File: config.mk
export PLATFORM = sky130hd
export DESIGN_NAME = msi_tlp_gen_flat
export DESIGN_NICKNAME = d
export VERILOG_FILES = /design/src/rtl/msi_tlp_gen_if.sv /design/src/rtl/msi_tlp_gen.sv /design/src/flat_wrapper.sv
export SDC_FILE = /design/constraint.sdc
export NUM_CORES = 1
export LEC_CHECK = 0
export BUFFER_PORTS_ARGS = -buffer_cell sky130_fd_sc_hd__buf_4
export CORE_MARGIN = 3
export CORE_UTILIZATION = 30
export CTS_BUF_LIST = sky130_fd_sc_hd__clkbuf_4 sky130_fd_sc_hd__clkbuf_8
export CTS_CLUSTER_DIAMETER = 60
export DETAILED_ROUTE_END_ITERATION = 10
export PLACE_DENSITY = 0.5
export SLEW_MARGIN = 40
export SYNTH_ARGS = -nofsm -noshare
export SYNTH_HDL_FRONTEND = slang
export SYNTH_SLANG_ARGS = --single-unit
File: constraint.sdc
create_clock -name trn_clk -period 5.3 [get_ports trn_clk]
set_clock_uncertainty 0.1 [all_clocks]
set_input_delay 0.795 -clock trn_clk [delete_from_list [all_inputs] [get_ports trn_clk]]
set_output_delay 0.795 -clock trn_clk [all_outputs]
set_load 0.05 [all_outputs]
File: src/rtl/msi_tlp_gen_if.sv
// TRN TX channel plus arbiter handshake shared between an MSI source and the
// TX arbiter/core.
interface msi_tlp_gen_if;
  logic        tx_req;
  logic        tx_grant;
  logic [63:0] trn_td;
  logic [7:0]  trn_trem_n;
  logic        trn_tsof_n;
  logic        trn_teof_n;
  logic        trn_tsrc_rdy_n;
  logic        trn_tdst_rdy_n;

  modport master (
    output tx_req, trn_td, trn_trem_n, trn_tsof_n, trn_teof_n, trn_tsrc_rdy_n,
    input  tx_grant, trn_tdst_rdy_n
  );

  modport slave (
    input  tx_req, trn_td, trn_trem_n, trn_tsof_n, trn_teof_n, trn_tsrc_rdy_n,
    output tx_grant, trn_tdst_rdy_n
  );
endinterface

File: src/rtl/msi_tlp_gen.sv
// MSI memory-write TLP generator on a 64-bit TRN TX channel (3DW or 4DW header).
// Optional macro MSI_HOLDOFF_EN: enforce HOLDOFF_CYCLES idle cycles between TLPs.
module msi_tlp_gen #(
  parameter int unsigned HOLDOFF_CYCLES = 256
) (
  input  logic          trn_clk,
  input  logic          reset_n,
  input  logic          cfg_interrupt_msienable,
  input  logic [63:0]   msi_message_addr,
  input  logic [15:0]   msi_message_data,
  input  logic [15:0]   cfg_completer_id,
  input  logic          irq_req,
  msi_tlp_gen_if.master tx,
  output logic          tx_done,
  output logic [31:0]   irq_count
);

  localparam int unsigned AW = 62;

  typedef enum logic [2:0] {IDLE, ARB, BEAT0, BEAT1, BEAT2, HOLD} state_e;

  state_e         state_q, state_d;
  logic           pending_q, pending_d;
  logic [AW-1:0]  addr_q, addr_d;
  logic [15:0]    data_q, data_d;
  logic [15:0]    cid_q, cid_d;
  logic [31:0]    count_q, count_d;
  logic           done_q, done_d;
  logic           req_q, req_d;
  logic [63:0]    td_q, td_d;
  logic [7:0]     rem_q, rem_d;
  logic           sof_q, sof_d;
  logic           eof_q, eof_d;
  logic           src_q, src_d;

  logic           accept;
  logic           finish;
  logic           is64;
  logic [2:0]     fmt;
  logic [31:0]    dw0, dw1, payload;

  // Dword alignment drops the two address LSBs.
  logic           unused_addr_lsb;
  assign unused_addr_lsb = ^msi_message_addr[1:0];

  // HOLDOFF_CYCLES must be at least one.
  if (HOLDOFF_CYCLES == 0) begin : g_holdoff_zero_invalid
  end

`ifdef MSI_HOLDOFF_EN
  localparam int unsigned HOLD_W = (HOLDOFF_CYCLES > 1) ? $clog2(HOLDOFF_CYCLES) : 1;
  logic [HOLD_W-1:0] hold_cnt_q, hold_cnt_d;
`endif

  assign accept = ~tx.trn_tdst_rdy_n;

  // Next-state, pending/latch control and registered output decode.
  always_comb begin
    state_d   = state_q;
    pending_d = pending_q | (irq_req & cfg_interrupt_msienable);
    addr_d    = addr_q;
    data_d    = data_q;
    cid_d     = cid_q;
    count_d   = count_q;
    done_d    = 1'b0;
    finish    = 1'b0;
`ifdef MSI_HOLDOFF_EN
    hold_cnt_d = hold_cnt_q;
`endif

    unique case (state_q)
      IDLE: begin
        if (pending_d && cfg_interrupt_msienable) state_d = ARB;
      end
      ARB: begin
        if (!cfg_interrupt_msienable) begin
          state_d = IDLE;
        end else if (tx.tx_grant) begin
          state_d   = BEAT0;
          addr_d    = msi_message_addr[63:2];
          data_d    = msi_message_data;
          cid_d     = cfg_completer_id;
          // A request coinciding with the grant belongs to the next TLP.
          pending_d = irq_req;
        end
      end
      BEAT0: begin
        if (accept) state_d = BEAT1;
      end
      BEAT1: begin
        if (accept) begin
          if (addr_q[AW-1:30] != 32'h0) state_d = BEAT2;
          else                          finish  = 1'b1;
        end
      end
      BEAT2: begin
        if (accept) finish = 1'b1;
      end
      HOLD: begin
`ifdef MSI_HOLDOFF_EN
        if (hold_cnt_q == '0) state_d = IDLE;
        else                  hold_cnt_d = hold_cnt_q - HOLD_W'(1);
`else
        state_d = IDLE;
`endif
      end
      default: state_d = IDLE;
    endcase

    if (finish) begin
      state_d = HOLD;
      done_d  = 1'b1;
      count_d = count_q + 32'd1;
`ifdef MSI_HOLDOFF_EN
      hold_cnt_d = HOLD_W'(HOLDOFF_CYCLES - 1);
`endif
    end

    if (!cfg_interrupt_msienable) pending_d = 1'b0;

    // Beat contents follow the next state so the bus holds while stalled.
    is64    = (addr_d[AW-1:30] != 32'h0);
    fmt     = is64 ? 3'b011 : 3'b010;
    dw0     = {fmt, 5'd0, 1'b0, 3'd0, 4'd0, 1'b0, 1'b0, 2'd0, 2'd0, 10'd1};
    dw1     = {cid_d, 8'h00, 4'h0, 4'hF};
    payload = {data_d[7:0], data_d[15:8], 16'h0000};

    td_d  = 64'h0;
    rem_d = 8'h00;
    sof_d = 1'b1;
    eof_d = 1'b1;
    src_d = 1'b1;
    req_d = 1'b0;

    unique case (state_d)
      ARB: req_d = 1'b1;
      BEAT0: begin
        req_d = 1'b1;
        src_d = 1'b0;
        sof_d = 1'b0;
        td_d  = {dw0, dw1};
      end
      BEAT1: begin
        req_d = 1'b1;
        src_d = 1'b0;
        if (is64) begin
          td_d = {addr_d[AW-1:30], addr_d[29:0], 2'b00};
        end else begin
          td_d  = {addr_d[29:0], 2'b00, payload};
          eof_d = 1'b0;
        end
      end
      BEAT2: begin
        req_d = 1'b1;
        src_d = 1'b0;
        eof_d = 1'b0;
        rem_d = 8'h0F;
        td_d  = {payload, 32'h0};
      end
      default: ;
    endcase
  end

  // State and output registers; reset aborts any TLP in flight.
  always_ff @(posedge trn_clk or negedge reset_n) begin
    if (!reset_n) begin
      state_q   <= IDLE;
      pending_q <= 1'b0;
      addr_q    <= '0;
      data_q    <= '0;
      cid_q     <= '0;
      count_q   <= '0;
      done_q    <= 1'b0;
      req_q     <= 1'b0;
      td_q      <= '0;
      rem_q     <= 8'h00;
      sof_q     <= 1'b1;
      eof_q     <= 1'b1;
      src_q     <= 1'b1;
`ifdef MSI_HOLDOFF_EN
      hold_cnt_q <= '0;
`endif
    end else begin
      state_q   <= state_d;
      pending_q <= pending_d;
      addr_q    <= addr_d;
      data_q    <= data_d;
      cid_q     <= cid_d;
      count_q   <= count_d;
      done_q    <= done_d;
      req_q     <= req_d;
      td_q      <= td_d;
      rem_q     <= rem_d;
      sof_q     <= sof_d;
      eof_q     <= eof_d;
      src_q     <= src_d;
`ifdef MSI_HOLDOFF_EN
      hold_cnt_q <= hold_cnt_d;
`endif
    end
  end

  assign tx.tx_req         = req_q;
  assign tx.trn_td         = td_q;
  assign tx.trn_trem_n     = rem_q;
  assign tx.trn_tsof_n     = sof_q;
  assign tx.trn_teof_n     = eof_q;
  assign tx.trn_tsrc_rdy_n = src_q;
  assign tx_done           = done_q;
  assign irq_count         = count_q;

endmodule

File: src/flat_wrapper.sv
// flat-port wrapper written by rule: the top's interface ports become plain ports
module msi_tlp_gen_flat 
#(
  parameter int unsigned HOLDOFF_CYCLES = 256
)
  (trn_clk, reset_n, cfg_interrupt_msienable, msi_message_addr, msi_message_data, cfg_completer_id, irq_req, tx_done, irq_count, tx_tx_req, tx_trn_td, tx_trn_trem_n, tx_trn_tsof_n, tx_trn_teof_n, tx_trn_tsrc_rdy_n, tx_tx_grant, tx_trn_tdst_rdy_n);
  msi_tlp_gen_if tx_i ();
  input  logic trn_clk;
  input  logic reset_n;
  input  logic cfg_interrupt_msienable;
  input  logic [63:0] msi_message_addr;
  input  logic [15:0] msi_message_data;
  input  logic [15:0] cfg_completer_id;
  input  logic irq_req;
  output logic tx_done;
  output logic [31:0] irq_count;
  output wire logic [$bits(tx_i.tx_req)-1:0] tx_tx_req;
  output wire logic [$bits(tx_i.trn_td)-1:0] tx_trn_td;
  output wire logic [$bits(tx_i.trn_trem_n)-1:0] tx_trn_trem_n;
  output wire logic [$bits(tx_i.trn_tsof_n)-1:0] tx_trn_tsof_n;
  output wire logic [$bits(tx_i.trn_teof_n)-1:0] tx_trn_teof_n;
  output wire logic [$bits(tx_i.trn_tsrc_rdy_n)-1:0] tx_trn_tsrc_rdy_n;
  input wire logic [$bits(tx_i.tx_grant)-1:0] tx_tx_grant;
  input wire logic [$bits(tx_i.trn_tdst_rdy_n)-1:0] tx_trn_tdst_rdy_n;
  assign tx_tx_req = tx_i.tx_req;
  assign tx_trn_td = tx_i.trn_td;
  assign tx_trn_trem_n = tx_i.trn_trem_n;
  assign tx_trn_tsof_n = tx_i.trn_tsof_n;
  assign tx_trn_teof_n = tx_i.trn_teof_n;
  assign tx_trn_tsrc_rdy_n = tx_i.trn_tsrc_rdy_n;
  assign tx_i.tx_grant = tx_tx_grant;
  assign tx_i.trn_tdst_rdy_n = tx_trn_tdst_rdy_n;
  msi_tlp_gen #(.HOLDOFF_CYCLES(HOLDOFF_CYCLES)) u_core (.trn_clk(trn_clk), .reset_n(reset_n), .cfg_interrupt_msienable(cfg_interrupt_msienable), .msi_message_addr(msi_message_addr), .msi_message_data(msi_message_data), .cfg_completer_id(cfg_completer_id), .irq_req(irq_req), .tx(tx_i), .tx_done(tx_done), .irq_count(irq_count));
endmodule
==> run summary, run 1 <==
outcome = complete, no violations
prevailing post-synth register cell = dfrtp_1
CP Max Fanout = 18
post-synthesis simple-gate area fraction = 19.47%
slew margin rel. = 48.48%
vias post-DR = 6134
post-synthesis mux area share = 4.558%
Lkg Pwr = 5.327 nW
Synth top area share = 58.58%
fmax = 0.3329 GHz
final hold violation count = 0
Setup Fix Bufs, Post-CTS = 0
largest net degree at the start of global routing = 104
# resized after CTS = 0
drt total wl = 24300 microns
wire length per cell = 18.27 microns
reg2reg start = u_core.addr_q[40]
row cnt = 60
Overall Global Routing Usage = 16.28%
Tcrit/Tclk final = 56.68%
CP Launch Point = u_core.addr_q[40]
Slew Limit Fails = 0
Area contributors post-synth = dfrtp_1 59%, nand2_1 8.7%, mux2_2 4.3%
RSZ-0062 raised after global routing = false
Die H = 173.1 microns
area grow syn2layout = 26.91%
Seq/Total Area, Yosys = 59.52%
Worst path slowest cell = nor3_4
first-pass GRT wire length = 38570 microns
synthesized instance count = 758
min setup slack post-route = 2.296 ns
CTS tree = done
worst path cell trace = nor4_1, nand4_1, nor3_4, buf_4, nor3_1, a221o_1
Post-synth EDFFs = 0
crit-path max cell delay = 0.66 ns
area leader, netlist = dfrtp_1
worst path required time = 5.55 ns
layout cell share with drive strength beyond 1 = 30.90%
Die Wd = 173.1 microns
WP buf/inv = 1
Mapped Area = 8373 sq um
IO Port Bufs = 204
post-route cell area = 10630 sq um
most common cell after layout, fill and taps aside = buf_4
commonest cells after routing, fill and taps aside = 208 x buf_4, 196 x dfrtp_1, 195 x nand2_1, 32 x mux2_2, 30 x o21a_1
largest family of logic cells by synthesized area = simple AND/OR/NAND/NOR gates
crit path kind = reg2reg
compound-cell area share of the yosys netlist = 9.205%
setup TNS = 0 ns
drt initial violations = 353
Critical Path Sink Type = flip-flop
ant diodes = 0
Vias/cell = 4.612
asr flop ratio synth = 100.0%
Min Clock Period, post-route = 3.004 ns
MaxCap Viol Count = 0
slew of the pin with the lowest slew margin = 0.7709 ns
Core Box Area = 27180 sq um
H-tree Lvls = 4
Power per Cell Area = 506.7 nW/um^2
total global routing overflow = 0
Place WS = 1.982 ns
Num CTS Buffers = 17
clock latency on the worst-skew pair = 0.47 ns
Max clock buf depth = 2
Worst EP arrival = 3.26 ns
CP Launch Type = flip-flop
die area = 29950 sq um
CTS root buffer = clkbuf_8
gpl congestion = 0.7639
hpwl dp = 16940 microns
Yosys Warn Count = 0
clock sink count = 199
post-synth cell types = 60
ANT nets after route = 0
delay-heaviest family, CP = simple AND/OR/NAND/NOR gates
drt first pass iters = 5
Post-Synth Adder-Cell Area = 0.1494%
VDD IR max = 0.2021 mV
initial antenna violation count = 0
FF+latch count, synth = 199
Final #Nets = 1048
initial core utilization = 30.81%
Ports = 211
Tot Pwr = 0.005384 W
Area after DPL = 10220 sq um
hold_buf cts = 0
Post-Synth XOR/XNOR Area = 3.243%
DRC Markers = 0
HP Class = in2async
Final Setup Violations = 0
number of global-route vias before repair = 6429
CTS clk-pin slew, worst paths = 0.12 ns
Post-Syn Area per Cell = 11.05 sq um
-- sequential cells by signal (all words and copies together), names as in the netlist --
register / count
u_core.tx.trn_tsrc_rdy_n: 1
u_core.tx.tx_req: 1
u_core.pending_q: 1
u_core.cid_q: 16
u_core.tx.trn_teof_n: 1
u_core.tx.trn_trem_n: 1
u_core.irq_count: 32
u_core.tx.trn_tsof_n: 1
u_core.tx.trn_td: 63
u_core.state_q: 3
u_core.addr_q: 62
u_core.tx_done: 1
u_core.data_q: 16
-- synthesized netlist by cell type, types with 4 or more instances --
cell / number
xnor2_1: 29
a211o_1: 15
nor2_1: 9
o2bb2ai_1: 16
clkbuf_1: 14
nand3_1: 13
dfrtp_1: 196
buf_2: 15
mux2_2: 32
buf_6: 4
o22ai_1: 17
buf_4: 15
and3_1: 22
nor2b_1: 15
nand4_1: 21
o21a_1: 30
and2_1: 18
nand2_1: 195
nor4_1: 16
and4_1: 4
inv_1: 7
-- worst register-to-register path, delay by kind of cell (launching register included) --
| family | cells | cell delay [ns] |
|---|---|---|
| AND/OR/NAND/NOR | 4 | 1.72 |
| flip-flops | 1 | 0.41 |
| buffers and inverters | 1 | 0.37 |
| AO/OA/AOI/OAI | 1 | 0.28 |
-- kinds of logic (layout without fill, tap and decap cells) --
| logic type | after synthesis | count (layout) |
|---|---|---|
| adders and majority gates | 1 | 1 |
| and+or+nand+nor | 337 | 337 |
| other | 1 | 4 |
| buffers and inverters | 57 | 254 |
| AOI/OAI and AO/OA | 98 | 98 |
| DFF | 199 | 199 |
| muxes | 34 | 34 |
| xor gates and xnor gates | 31 | 31 |
-- report_power, final --
part           total (W)  leakage, nW  switching (W)  internal, W
logic            0.00213         2.54        0.00142     0.000711
registers        0.00229         2.59       0.000253      0.00204
clock network   0.000961        0.198       0.000602     0.000360
-- layer usage --
layer,track usage (%),vias to the layer above,wire [microns]
met5,0,-,0
met4,3.108,0,162
met3,4.480,10,1192
met2,26.16,140,11280
met1,22.26,3007,11660
li1,-,2977,-
-- final cells by class --
class / instances / area [sq um]
multi-input combinational: 505 / 3105
sequential: 199 / 4984
tap: 372 / 465.4
clock buffer: 19 / 249.0
timing repair buffer: 213 / 1659
clock inverter: 13 / 130.1
fill: 2722 / 16550
inverter: 9 / 33.78
-- through the flow --
step                util, %  hold slack, ns  cells
floorplan                 -          0.3423    761
global placement      37.44          0.3593   1295
detailed placement    37.60          0.3599   1297
CTS                   39.00          0.2903   1329
global route          39.10        0.008537   1330
finish                39.10         0.03633   1330
-- worst paths after layout --
kind	to	depth (start not counted)	slack [ns]
setup reg to reg	u_core.tx.trn_td[61]	6	2.30
hold reg to reg	u_core.cid_q[9]	2	0.39
max in group asynchronous	u_core.state_q[0]	2	4.19
setup / recovery	u_core.tx.trn_td[61]	6	2.30
hold / removal	u_core.cid_q[8]	1	0.04
min in group trn_clk	u_core.cid_q[9]	2	0.39
(Power assumes the default switching activity.)
==> inputs of run 2 (changes only) <==
--- a/config.mk
+++ b/config.mk
@@ -5,13 +5,14 @@
 export SDC_FILE = /design/constraint.sdc
 export NUM_CORES = 1
 export LEC_CHECK = 0
+export ABC_AREA = 1
 export BUFFER_PORTS_ARGS = -buffer_cell sky130_fd_sc_hd__buf_4
 export CORE_MARGIN = 3
 export CORE_UTILIZATION = 30
 export CTS_BUF_LIST = sky130_fd_sc_hd__clkbuf_4 sky130_fd_sc_hd__clkbuf_8
 export CTS_CLUSTER_DIAMETER = 60
 export DETAILED_ROUTE_END_ITERATION = 10
-export PLACE_DENSITY = 0.5
+export PLACE_DENSITY = 0.49
 export SLEW_MARGIN = 40
 export SYNTH_ARGS = -nofsm -noshare
 export SYNTH_HDL_FRONTEND = slang
==> constraint.sdc (replaced) <==
create_clock -name trn_clk -period 2.9 [get_ports trn_clk]
set_clock_uncertainty 0.1 [all_clocks]
set_input_delay 0.435 -clock trn_clk [delete_from_list [all_inputs] [get_ports trn_clk]]
set_output_delay 0.435 -clock trn_clk [all_outputs]
set_load 0.05 [all_outputs]
==> run 2 against run 1 <==
  * Count of clock-buffer cells in the layout fell by 2
  * Maximum frequency is 16% higher
  * Sequential share of layout area shrank 5.0 points
  * Sequential power rose by 83%
  * Critical path type unchanged
  * Largest cell class unchanged
  * Register-to-register slack lost 2.0 ns
  * Final cell count grew 32%
  * Largest power group is now combinational logic
  * Power increased by 110%
  * Synthesized cell count is 52% higher
  * Wire length up 21%
==> run summary, run 2 <==
post-synth cell types = 32 (-47%)
Synth top area share = 52.62% (-6.0 points)
commonest cells after routing, fill and taps aside = 348 x nand2_1, 223 x buf_4, 196 x dfrtp_1, 120 x inv_1, 102 x nand3_1
top-count cell post-synth = nand2_1
R2R depth = 17 (+11)
Multi-input gate area = 3580 sq um (+15%)
Area contributors post-synth = dfrtp_1 53%, nand2_1 14%, nand3_1 5.5%
Final #Nets = 1459 (+39%)
CTS tree = done
final hold violation count = 0 (unchanged)
drt total wl = 29280 microns (+21%)
initial core utilization = 30.95% (+0.14 points)
ANT nets after route = 0 (unchanged)
area leader, netlist = dfrtp_1
reg2reg start = u_core.state_q[1]
met3 usage = 3.109% (-1.4 points)
initial antenna violation count = 1 (+1)
Core Box Area = 30110 sq um (+11%)
asr flop ratio synth = 100.0% (unchanged)
Num CTS Buffers = 17 (unchanged)
largest net degree at the start of global routing = 74 (-29%)
RR Endpoint = u_core.tx.trn_td[53]
Setup Fix Bufs, Post-CTS = 0 (unchanged)
Yosys Warn Count = 0 (unchanged)
wire length per cell = 16.64 microns (-8.9%)
non-filler cells, final = 1759 (+32%)
grt met2 use = 27.27% (+1.1 points)
Tot Pwr = 0.01141 W (+110%)
hpwl dp = 21280 microns (+26%)
Slew Limit Fails = 0 (unchanged)
Place WS = 0.06884 ns (-1.913 ns)
Reg area = 4984 sq um (unchanged)
Worst EP arrival = 2.92 ns (-0.34 ns)
placed insts = 1725 (+33%)
most used routing layer = met2
FF+latch count, synth = 199 (unchanged)
worst path required time = 3.23 ns (-2.32 ns)
RSZ-0062 raised after global routing = false
synth cell count leaders = 350 x nand2_1, 196 x dfrtp_1, 120 x inv_1, 102 x nand3_1, 100 x nor2_1
Post-Syn Area per Cell = 8.105 sq um (-27%)
IO Port Bufs = 204 (unchanged)
Fillers = 3173 (+17%)
Final Setup Violations = 0 (unchanged)
MaxCap Viol Count = 0 (unchanged)
total global routing overflow = 0 (unchanged)
largest family of logic cells by synthesized area = simple AND/OR/NAND/NOR gates
Post-Synth XOR/XNOR Area = 2.725% (-0.52 points)
gpl congestion = 0.8601 (+13%)
post-synthesis mux area share = 0% (-4.6 points)
min setup slack post-route = 0.3097 ns (-1.986 ns)
clock sink count = 199 (unchanged)
max reg flops = 63 (unchanged)
DRC Markers = 0 (unchanged)
H-tree Lvls = 4 (unchanged)
fmax = 0.3861 GHz (+16%)
Vias/cell = 4.609 (about the same)
prevailing post-synth register cell = dfrtp_1
slew of the pin with the lowest slew margin = 0.7693 ns (-0.001632 ns)
Critical Path Sink Type = flip-flop
Post-synth EDFFs = 0 (unchanged)
VDD IR max = 0.4654 mV (+130%)
post-synthesis simple-gate area fraction = 29.91% (+10 points)
drt initial violations = 616 (+75%)
Die H = 182.3 microns (+5.3%)
Overall Global Routing Usage = 17.51% (+1.2 points)
slew margin rel. = 48.66% (+0.18 points)
Die Wd = 182.3 microns (+5.3%)
HP Class = in2reg
vias post-DR = 8108 (+32%)
Power per Cell Area = 958.2 nW/um^2 (+89%)
Mapped Area = 9320 sq um (+11%)
CTS clk-pin slew, worst paths = 0.13 ns (about the same)
ant diodes = 0 (unchanged)
Min Clock Period, post-route = 2.590 ns (-0.4137 ns)
reg2reg setup slack = 0.31 ns (-1.99 ns)
Ports = 211 (unchanged)
Max clock buf depth = 2 (unchanged)
most common cell after layout, fill and taps aside = nand2_1
outcome = complete, no violations
number of global-route vias before repair = 8024 (+25%)
drt first pass iters = 5 (unchanged)
Hold WS = 0.05208 ns (+0.01575 ns)
crit path kind = reg2reg
Lkg Pwr = 6.222 nW (+17%)
row cnt = 63 (+5.0%)
CP Launch Type = flip-flop
setup TNS = 0 ns (unchanged)
layout cell share with drive strength beyond 1 = 24.47% (-6.4 points)
Tcrit/Tclk final = 89.32% (+33 points)
Post-Synth Adder-Cell Area = 0.1342% (-0.015 points)
CP Launch Point = u_core.state_q[1]
clock latency on the worst-skew pair = 0.50 ns (+0.03 ns)
CTS root buffer = clkbuf_8
synthesized instance count = 1150 (+52%)
CP endpoint = u_core.tx.trn_td[53]
die area = 33220 sq um (+11%)
CP Max Fanout = 28 (+10)
area grow syn2layout = 27.72%
first-pass GRT wire length = 45490 microns (+18%)
Seq/Total Area, Yosys = 53.47% (-6.0 points)
compound-cell area share of the yosys netlist = 5.222% (-4.0 points)
GR Util met1 = 25.21% (+2.9 points)
-- run 2: worst min path at each step --
stage | to | cells past startpoint | start
after floorplan | u_core.addr_q[0] | 0 | reset_n
after global placement | u_core.addr_q[56] | 2 | u_core.addr_q[56]
after detailed placement | u_core.cid_q[2] | 2 | u_core.cid_q[2]
after CTS | u_core.cid_q[13] | 3 | cfg_completer_id[13]
after global routing | u_core.cid_q[13] | 3 | cfg_completer_id[13]
final | u_core.cid_q[13] | 3 | cfg_completer_id[13]
-- run 2: cell families after synthesis --
| kind of cell | count (synthesis) |
|---|---|
| other | 1 |
| and+or+nand+nor | 647 |
| adders and majority gates | 1 |
| buffers and inverters | 179 |
| DFF | 199 |
| xor gates and xnor gates | 29 |
| AOI/OAI and AO/OA | 94 |
-- run 2: what timing repair did --
item,in CTS,in global routing
hold buffers,1,0
gates resized for setup,0,4
setup endpoints to repair,0,57
hold endpoints to repair,69,0
-- run 2: where the power goes --
| part | internal, W | switching, W |
|---|---|---|
| Clock | 0.000717 | 0.00128 |
| Sequential | 0.00374 | 0.000435 |
| Combinational | 0.00164 | 0.00358 |
| Total | 0.00610 | 0.00530 |
-- run 2: worst max-delay path, stage by stage, from the launching register on --
cell and delay, ns:
dfrtp_1 0.45, inv_2 0.10, nand2_1 0.08, nor2_4 0.13, nand2_4 0.14, buf_12 0.20
nand2_1 0.06, nand2_1 0.11, inv_1 0.12, nand2_1 0.05, nor2_1 0.10, nand2_1 0.07
nor2_2 0.19, nand2_2 0.15, buf_4 0.19, nand2_1 0.11, nand3_1 0.09, nand2_1 0.09
-- run 2: metal layers --
layer / up-vias / wire length, microns / share of wire [%]
met5: - / 13 / 0.044
met4: 2 / 462 / 1.6
met3: 26 / 1761 / 6.0
met2: 275 / 13330 / 46
met1: 3817 / 13710 / 47
li1: 3988 / - / -
-- run 2: stage by stage --
| stage | utilization [%] | area (sq um) |
|---|---|---|
| after CTS | 39.48 | 11890 |
| after floorplan | - | 9331 |
| final | 39.53 | 11900 |
| after detailed placement | 37.94 | 11420 |
| after global routing | 39.53 | 11900 |
| after global placement | 37.94 | 11420 |
-- run 2: area by class of cell --
type / instances / share of cell area (%)
clock buffers: 17 / 1.966
clock inverters: 15 / 1.850
inverters: 125 / 3.942
multi-input cells: 776 / 30.07
flip-flops and latches: 199 / 41.86
well taps: 390 / 4.099
repair buffers: 237 / 16.21
